`src/rtl/icache_bk_pkg.sv`:
```
// icache_bk_pkg: shared types and geometry for the backup instruction cache.
//   state_t  - controller states CHECK / FILL / WRITE
//   TAG_W, IDX_W, OFF_W, LINE_W, NUM_SETS - address split and array geometry
package icache_bk_pkg;

  localparam int unsigned TAG_W    = 24;
  localparam int unsigned IDX_W    = 3;
  localparam int unsigned OFF_W    = 5;
  localparam int unsigned LINE_W   = 256;
  localparam int unsigned NUM_SETS = 8;

  typedef enum logic [1:0] {
    CHECK = 2'd0,
    FILL  = 2'd1,
    WRITE = 2'd2
  } state_t;

endpackage

```
`src/rtl/icache_bk_tag_array.sv`:
```
// icache_bk_tag_array: 8 x 24-bit tag store with one valid bit per set.
// Ports:
//   clk, rst     - clock, synchronous active-high reset (clears valid bits only)
//   i_rd_idx     - combinational read index
//   o_rd_tag     - tag stored at i_rd_idx
//   o_rd_valid   - valid bit at i_rd_idx
//   i_we         - write enable: installs i_wr_tag at i_wr_idx and sets valid
//   i_wr_idx     - write index
//   i_wr_tag     - tag to install
module icache_bk_tag_array
  import icache_bk_pkg::*;
(
  input  logic             clk,
  input  logic             rst,
  input  logic [IDX_W-1:0] i_rd_idx,
  output logic [TAG_W-1:0] o_rd_tag,
  output logic             o_rd_valid,
  input  logic             i_we,
  input  logic [IDX_W-1:0] i_wr_idx,
  input  logic [TAG_W-1:0] i_wr_tag
);

  logic [TAG_W-1:0]    r_tag [NUM_SETS];
  logic [NUM_SETS-1:0] r_valid;

  always_ff @(posedge clk) begin
    if (rst) begin
      r_valid <= '0;
    end else if (i_we) begin
      r_valid[i_wr_idx] <= 1'b1;
    end
  end

  // Tags need no reset: an entry is only consulted when its valid bit is set.
  always_ff @(posedge clk) begin
    if (i_we && !rst) begin
      r_tag[i_wr_idx] <= i_wr_tag;
    end
  end

  assign o_rd_tag   = r_tag[i_rd_idx];
  assign o_rd_valid = r_valid[i_rd_idx];

endmodule

```
`src/rtl/icache_bk_ctrl.sv`:
```
// icache_bk_ctrl: control and fill engine for the backup direct-mapped
// instruction cache (8 sets, 256-bit lines, read-only, no write-back).
// Optional feature macro: ICACHE_PERF_EN adds saturating hit/miss counters.
// Ports:
//   clk, rst              - clock, synchronous active-high reset
//   cpu_read, cpu_addr    - fetch request, held until cpu_resp
//   cpu_rdata, cpu_resp   - 32-bit instruction word and one-cycle completion
//   mem_read, mem_addr    - line burst request (held for the burst), line address
//   mem_rdata, mem_resp   - burst beat data and beat valid (beat 0 first)
//   arr_web, arr_index    - data-array write enable and set index
//   arr_datain            - line written to the data array
//   arr_dataout           - combinational read data of set arr_index
//   hit_count, miss_count - performance counters (ICACHE_PERF_EN only)
module icache_bk_ctrl
  import icache_bk_pkg::*;
#(
  parameter int BURST_LEN = 4,
  parameter int BEAT_W    = 64
) (
  input  logic              clk,
  input  logic              rst,
  input  logic              cpu_read,
  input  logic [31:0]       cpu_addr,
  output logic [31:0]       cpu_rdata,
  output logic              cpu_resp,
  output logic              mem_read,
  output logic [31:0]       mem_addr,
  input  logic [BEAT_W-1:0] mem_rdata,
  input  logic              mem_resp,
  output logic              arr_web,
  output logic [IDX_W-1:0]  arr_index,
  output logic [LINE_W-1:0] arr_datain,
  input  logic [LINE_W-1:0] arr_dataout
`ifdef ICACHE_PERF_EN
  ,
  output logic [31:0]       hit_count,
  output logic [31:0]       miss_count
`endif
);

  localparam int CNT_W = (BURST_LEN > 1) ? $clog2(BURST_LEN) : 1;
  localparam logic [CNT_W-1:0] LAST_BEAT = CNT_W'(BURST_LEN - 1);

  state_t r_state;
  state_t w_next;

  logic [TAG_W-1:0]                r_tag;
  logic [IDX_W-1:0]                r_idx;
  logic [CNT_W-1:0]                r_beat_cnt;
  logic [BURST_LEN-1:0][BEAT_W-1:0] r_line;

  logic [TAG_W-1:0] w_rd_tag;
  logic             w_rd_valid;
  logic             w_hit;
  logic             w_miss;
  logic             w_tag_we;
  logic [7:0]       w_word_lsb;
  logic [31:0]      w_word;

  icache_bk_tag_array u_tag_array (
    .clk        (clk),
    .rst        (rst),
    .i_rd_idx   (cpu_addr[7:5]),
    .o_rd_tag   (w_rd_tag),
    .o_rd_valid (w_rd_valid),
    .i_we       (w_tag_we),
    .i_wr_idx   (r_idx),
    .i_wr_tag   (r_tag)
  );

  assign w_word_lsb = {cpu_addr[4:2], 5'b00000};
  assign w_word     = arr_dataout[w_word_lsb +: 32];
  assign w_hit      = (r_state == CHECK) && !rst && cpu_read && w_rd_valid &&
                      (w_rd_tag == cpu_addr[31:8]);

  always_ff @(posedge clk) begin
    if (rst) begin
      r_state <= CHECK;
    end else begin
      r_state <= w_next;
    end
  end

  // Outputs are forced low while rst is high so nothing leaks during reset.
  always_comb begin
    w_next     = r_state;
    cpu_resp   = 1'b0;
    cpu_rdata  = '0;
    mem_read   = 1'b0;
    mem_addr   = '0;
    arr_web    = 1'b0;
    arr_index  = '0;
    arr_datain = '0;
    w_miss     = 1'b0;
    w_tag_we   = 1'b0;
    if (!rst) begin
      case (r_state)
        CHECK: begin
          arr_index = cpu_addr[7:5];
          if (w_hit) begin
            cpu_resp  = 1'b1;
            cpu_rdata = w_word;
          end else if (cpu_read) begin
            w_miss = 1'b1;
            w_next = FILL;
          end
        end
        FILL: begin
          mem_read  = 1'b1;
          mem_addr  = {r_tag, r_idx, {OFF_W{1'b0}}};
          arr_index = r_idx;
          if (mem_resp && (r_beat_cnt == LAST_BEAT)) begin
            w_next = WRITE;
          end
        end
        WRITE: begin
          arr_web    = 1'b1;
          arr_datain = r_line;
          arr_index  = r_idx;
          w_tag_we   = 1'b1;
          w_next     = CHECK;
        end
        default: w_next = CHECK;
      endcase
    end
  end

  always_ff @(posedge clk) begin
    if (rst) begin
      r_tag      <= '0;
      r_idx      <= '0;
      r_beat_cnt <= '0;
      r_line     <= '0;
    end else begin
      if (w_miss) begin
        r_tag      <= cpu_addr[31:8];
        r_idx      <= cpu_addr[7:5];
        r_beat_cnt <= '0;
      end
      if ((r_state == FILL) && mem_resp) begin
        r_line[r_beat_cnt] <= mem_rdata;
        r_beat_cnt         <= r_beat_cnt + CNT_W'(1);
      end
    end
  end

`ifdef ICACHE_PERF_EN
  // r_held tracks whether the request that started a fill stayed asserted
  // through FILL/WRITE; its completion in the following CHECK is then the
  // fill's own response and is not a hit.
  logic r_held;

  always_ff @(posedge clk) begin
    if (rst) begin
      hit_count  <= '0;
      miss_count <= '0;
      r_held     <= 1'b0;
    end else begin
      if (w_miss) begin
        r_held <= 1'b1;
      end else if ((r_state == CHECK) || !cpu_read) begin
        r_held <= 1'b0;
      end
      if (w_miss && (miss_count != '1)) begin
        miss_count <= miss_count + 32'd1;
      end
      if (cpu_resp && !r_held && (hit_count != '1)) begin
        hit_count <= hit_count + 32'd1;
      end
    end
  end
`endif

endmodule

```
`config.mk`:
```
export PLATFORM = sky130hd
export DESIGN_NAME = icache_bk_ctrl
export DESIGN_NICKNAME = d
export VERILOG_FILES = /design/src/rtl/icache_bk_pkg.sv /design/src/rtl/icache_bk_tag_array.sv /design/src/rtl/icache_bk_ctrl.sv
export SDC_FILE = /design/constraint.sdc
export NUM_CORES = 1
export LEC_CHECK = 0
export CAP_MARGIN = 20
export CORE_AREA = 2 2 266 268
export CTS_CLUSTER_SIZE = 8
export DETAILED_ROUTE_END_ITERATION = 10
export DIE_AREA = 0 0 268 270
export PLACE_DENSITY = 0.67
export RECOVER_POWER = 50
export SYNTH_ARGS = -nofsm -noshare
export SYNTH_HDL_FRONTEND = slang
export SYNTH_SLANG_ARGS = --single-unit
```
`constraint.sdc`:
```
create_clock -name clk -period 10.4 [get_ports clk]
set_clock_uncertainty 0.1 [all_clocks]
set_input_delay 2.08 -clock clk [delete_from_list [all_inputs] [get_ports clk]]
set_output_delay 2.08 -clock clk [all_outputs]
set_load 0.01 [all_outputs]
```
==> metrics.txt, run 1 <==
largest net degree at the start of global routing 153; clk buf depth 3; Clk pin slew, worst setup/hold paths 0.05 ns; Root Buffer clkbuf_16; number of flops mapped to enable cells by yosys 192; fin crit share 0.806; Slew @ Worst Pin 3.95 ns; Min-Delay Path Depth 2; placed instance count 3606; initial drt markers 1283; Max Clk Rate 119 MHz; setup violators final 0; post-synth top area cell dfxtp_1; CTS tree built; setup bufs post-CTS 0; Initial Util 0.314; failing checks max-capacitance violations, max-slew violations; Hold Violations, Final 0; Num CTS Buffers 71; FF-to-FF End r_line[109]; critical path peak fanout 53; multi-input logic area 9510 µm²; Setup TNS 0 ns; critical path cell sequence buf_2 -> buf_4 -> mux4_2 -> mux2i_1 -> xor2_1 -> nand4_1 -> nor2_1 -> nand4_4 -> buf_4 -> nor2_1 -> clkdlybuf4s50_1; critical path data required time 8.22 ns; hold endpoint r_line[231]; via count 17985; synth top area cells dfxtp_1 (27%), edfxtp_1 (26%), mux4_2 (11%); Die ar. 72400 µm²; number of I/O pins 682; Post-synth ARST share 0; hold wc startpoint r_line[231]; Core Rows 97; fillers 6509; crit path capture type primary output; share of cells above drive strength 1 0.0873; Layout area overhead 43.7%; Buf+Inv Stages, Crit Path 4; H-tree depth 3; biggest cell delay along the critical path 0.73 ns; YS warnings 0; Die H 270 µm; Yosys top cell area share 0.270; Resized cells post-CTS 0; DRT antenna net count 0; Core ar. 69500 µm²; Setup WS pre-CTS 2.02 ns; R2R depth 6; Overflow after GRT 0; HP Class reg -> reg; Cells after Synth 2123; hold buffer count at CTS 0; final cell count without fillers 3717; Synth Cell Area 21900 µm²; number of distinct library cells after synthesis 43; detailed placement HPWL 51300 µm; TritonRoute pass-1 iters 5; Die Width 268 µm; Synth Register Bits 487; maximum VDD drop 0.109 mV; global-route wire length before repair 113000 µm; Max-Cap Viols 10; port buffer count 674; FF-to-FF Start r_state[1]; Top FF cell, synth dfxtp_1; register area share after synthesis 0.534; crit path DAT 6.20 ns; Max-slew headroom -1.64; via/cell ratio 4.84; Setup CP Type in -> out; run status finished, violations left; Lkg Pwr 10.7 nW; delay-heaviest family, CP buffers and inverters; post-DR wirelength/cell 20.5 µm; DRC 0; Min Clock Period, post-route 8.38 ns; vias in the first global route 17627; post-route setup slack 2.02 ns; initial antenna violation count 7; GP Congestion 0.906; Setup crit start kind primary input; Slowest-stage cell, CP buf_2; Mean Syn Cell Area 10.3 µm²; Worst-Skew Late Latency 0.60 ns; Post-Route WL 76100 µm; # nets final 3105; PD cells 155 nW/µm²; CTS sink cnt 487; Register Area 11700 µm²; GRT Overall Usage 0.206; flop2flop setup slack 5.88 ns; max-slew violation count 412; RSZ-0062 raised after global routing false
==> metrics by stage <==
| stage | total power [mW] | hold WS (ns) | utilization | instance area, µm² |
|---|---|---|---|---|
| after floorplan | 2.45 | 0.332 | - | 21900 |
| after global placement | 2.75 | 0.337 | 0.423 | 29400 |
| after detailed placement | 2.76 | 0.342 | 0.423 | 29400 |
| after CTS | 4.91 | 0.348 | 0.452 | 31500 |
| after global routing | 5.05 | 0.361 | 0.451 | 31400 |
| final | 4.85 | 0.346 | 0.452 | 31400 |
==> area by class of cell <==
class,instances,area share
tap,940,0.0375
antenna,6,0.000478
clock buffer,97,0.0607
timing repair buffer,709,0.221
inverter,10,0.00139
multi-input combinational,1460,0.303
sequential,487,0.372
clock inverter,8,0.00454
==> flip-flops by register name, summed over array words and instances (netlist names) <==
register	flops
r_line	256
u_tag_array.r_tag	192
r_tag	24
u_tag_array.r_valid	8
r_idx	3
r_beat_cnt	2
r_state	2
==> synthesized netlist by cell type, types with 3 or more instances <==
cell	n
edfxtp_1	192
nor2b_1	4
nand3_1	32
mux4_2	110
and2_1	283
and3_1	5
nor2_1	49
mux2i_1	62
nor3_1	8
nand3b_1	4
buf_2	9
buf_6	3
o21ai_0	8
xnor2_1	4
clkbuf_1	136
o21ai_1	19
buf_4	8
buf_1	14
inv_1	9
dfxtp_1	295
a21oi_1	282
a22oi_1	5
nand2b_1	7
o21ba_2	3
nand4_1	3
ha_1	10
nand2_1	523
xor2_1	18
==> report_power, final <==
group	total (mW)	internal, mW	switching (mW)
sequential	2.12	2.07	0.0520
clock	2.13	1.28	0.856
combinational	0.602	0.278	0.324
==> worst reg2reg max path: stages (launching register included) <==
cell and delay [ns]:
dfxtp_1 0.34, inv_1 0.13, ha_1 0.39, and3_2 0.24, clkbuf_1 2.70, nand2_1 0.33
a21oi_1 0.23
==> worst max-delay path by stage <==
stage               cells past startpoint  slack, ns             to        start
floorplan                              11       3.68  cpu_rdata[21]  cpu_addr[7]
global placement                       11       2.06  cpu_rdata[27]  cpu_addr[6]
finish                                 11       2.02  cpu_rdata[15]  cpu_addr[6]
detailed placement                     11       2.02  cpu_rdata[20]  cpu_addr[6]
CTS                                    11       2.01  cpu_rdata[17]  cpu_addr[6]
global route                           11       1.76  cpu_rdata[15]  cpu_addr[6]
==> logic make-up (layout without fill, tap and decap cells) <==
family / Yosys count / in the layout / synth area share
simple gates: 926 / 926 / 0.199
flops: 487 / 487 / 0.534
compound gates: 324 / 324 / 0.0764
buf+inv: 180 / 824 / 0.0339
mux: 173 / 173 / 0.142
xor+xnor: 22 / 22 / 0.00882
fa+ha+maj: 10 / 10 / 0.00573
other cells: 1 / 11 / 0.000172
==> placed cells by master (no fill, tap or decap), drive strengths merged, types with 29 or more instances in the layout <==
master	count
a21oi	282
and2	283
buf	29
clkbuf	110
clkdlybuf4s50	666
dfxtp	295
edfxtp	192
mux2i	62
mux4	110
nand2	523
nand3	32
nor2	49
==> per-layer routing <==
metal	vias up	part of all wire	GRT usage	wire length (µm)
met5	-	0.000092	0	7
met4	2	0.041	0.0932	3090
met3	125	0.070	0.0422	5320
met2	726	0.49	0.342	37400
met1	8624	0.40	0.258	30300
li1	8508	-	-	-
No activity file was read; power rests on OpenSTA's default activity.
==> run 2: changes to the inputs <==
Settings changed: PLACE_DENSITY 0.67 to 0.69.
Clock period 10.4 ns to 7 ns, I/O delays scaled along.
==> metrics.txt, run 2 (synthesized netlist as in run 1, its figures left out) <==
critical path data required time 5.50 ns (-2.72 ns); port buffer count 674 (unchanged); CTS tree built; Die H 270 µm (unchanged); WL met3 5340 µm (+0.32%); Overflow after GRT 0 (unchanged); Die Width 268 µm (unchanged); crit path DAT 4.83 ns (-1.37 ns); HP Class reg -> reg; Hold Worst Slack 0.347 ns (+0.00109 ns); Resized cells post-CTS 0 (unchanged); clk buf depth 3 (unchanged); max-slew violation count 375 (-9.0%); Max Clk Rate 158 MHz; Worst-Skew Late Latency 0.59 ns (about the same); via/cell ratio 4.88 (+0.83%); failing checks max-capacitance violations, max-slew violations; routed length on met1 30400 µm (+0.27%); Max-slew headroom -1.59 (+0.0490); CTS sink cnt 487 (unchanged); Post-Route WL 75800 µm (-0.36%); Layout area overhead 44.1%; number of I/O pins 682 (unchanged); detailed placement HPWL 51000 µm (-0.50%); multi-input logic area 9510 µm² (about the same); GP Congestion 0.865 (-4.5%); RSZ-0062 raised after global routing false; setup bufs post-CTS 0 (unchanged); Register Area 11700 µm² (unchanged); critical path peak fanout 34 (-36%); Root Buffer clkbuf_16; Hold Violations, Final 0 (unchanged); fillers 6476 (-0.51%); global-route wire length before repair 112000 µm (-0.67%); share of cells above drive strength 1 0.0885 (+0.00119); Met2 Routed Length 37500 µm (+0.21%); placed instance count 3612 (+0.17%); Min Clock Period, post-route 6.33 ns; Largest regs r_line x256, u_tag_array.r_tag x192, r_tag x24; initial drt markers 1222 (-4.8%); via count 18174 (+1.1%); final cell count without fillers 3725 (+0.22%); Setup crit start kind primary input; Max-Cap Viols 9 (-1); most frequent cells in the layout clkdlybuf4s50_1 (666), nand2_1 (523), dfxtp_1 (295); Setup WS pre-CTS 0.673 ns (-1.34 ns); vias in the first global route 17993 (+2.1%); Setup TNS 0 ns (unchanged); top sig layer met5; Initial Util 0.314 (unchanged); maximum VDD drop 0.156 mV (+42%); H-tree depth 3 (unchanged); DRC 0 (unchanged); hold buffer count at CTS 0 (unchanged); largest net degree at the start of global routing 147 (-3.9%); DRT antenna net count 0 (unchanged); post-DR wirelength/cell 20.4 µm (-0.58%); post-route setup slack 0.672 ns (-1.35 ns); PD cells 230 nW/µm² (+49%); run status finished, violations left; initial antenna violation count 8 (+1); Slew @ Worst Pin 3.88 ns (-0.0735 ns); Clk pin slew, worst setup/hold paths 0.05 ns (about the same); GRT Overall Usage 0.204 (-0.00239); fin crit share 0.904; Reg with most FFs r_line; Die ar. 72400 µm² (unchanged); TritonRoute pass-1 iters 5 (unchanged); Num CTS Buffers 71 (unchanged); commonest non-fill, non-tap cell in the layout clkdlybuf4s50_1; setup violators final 0 (unchanged); Power, Total 7.25 mW (+49%); crit path capture type primary output; Lkg Pwr 10.7 nW (+0.42%); max reg flops 256 (unchanged); Setup CP Type in -> out; # nets final 3112 (+0.23%); Core ar. 69500 µm² (unchanged); Core Rows 97 (unchanged)
run 2: cell types whose count changed in the layout (fill, tap and decap cells not counted):
cell       delta
nand3_2       +1
clkinv_16     -1
buf_12        +4
clkbuf_1      +5
clkbuf_8      -1
clkinv_2      -2
inv_4         +1
nand3_1       -1
bufinv_16     +2
buf_4         +1
inv_16        -1
run 2: per-layer routing:
metal | vias to the layer above | GRT usage
li1 | 8514 | -
met1 | 8749 | 0.253
met2 | 781 | 0.344
met3 | 128 | 0.0429
met4 | 2 | 0.0804
met5 | - | 0
run 2: critical path, cell delays in order:
cell             delay, ns
buf_2                 0.50
buf_4                 0.37
mux4_2                0.53
mux2i_1               0.19
xor2_1                0.15
o21ai_0               0.12
nor4_2                0.34
nand4_4               0.11
buf_4                 0.28
nor2_1                0.21
clkdlybuf4s50_1       0.56
run 2: through the flow:
step | utilization | instance area [µm²]
after floorplan | - | 21900
after global placement | 0.424 | 29500
after detailed placement | 0.424 | 29500
after CTS | 0.454 | 31600
after global routing | 0.453 | 31500
final | 0.453 | 31500
run 2: power breakdown:
| group | internal (mW) | leakage (nW) | switching [mW] |
|---|---|---|---|
| Clock | 1.95 | 0.987 | 1.25 |
| Combinational | 0.421 | 5.55 | 0.483 |
| Sequential | 3.07 | 4.15 | 0.0778 |
run 2: final timing paths:
kind | depth (start not counted) | slack (ns) | from | endpoint
hold / removal | 2 | 0.35 | r_line[135] | r_line[135]
setup / recovery | 11 | 0.67 | cpu_addr[5] | cpu_rdata[12]
setup reg to reg | 6 | 2.46 | r_state[1] | r_line[112]
hold reg to reg | 2 | 0.35 | r_line[135] | r_line[135]
run 2: final cells by class:
| class | count | share of cell area |
|---|---|---|
| repair buffers | 716 | 0.223 |
| well taps | 940 | 0.0373 |
| diodes | 6 | 0.000477 |
| inverters | 10 | 0.00131 |
| multi-input cells | 1460 | 0.302 |
| clock inverters | 7 | 0.00481 |
| clock buffers | 99 | 0.0604 |
| flip-flops and latches | 487 | 0.370 |
==> run 3: changes to the inputs <==
Settings changed: ABC_AREA set to 0.
==> results of run 3 <==
Final layout, timing and power as in run 2 (identical DEF).
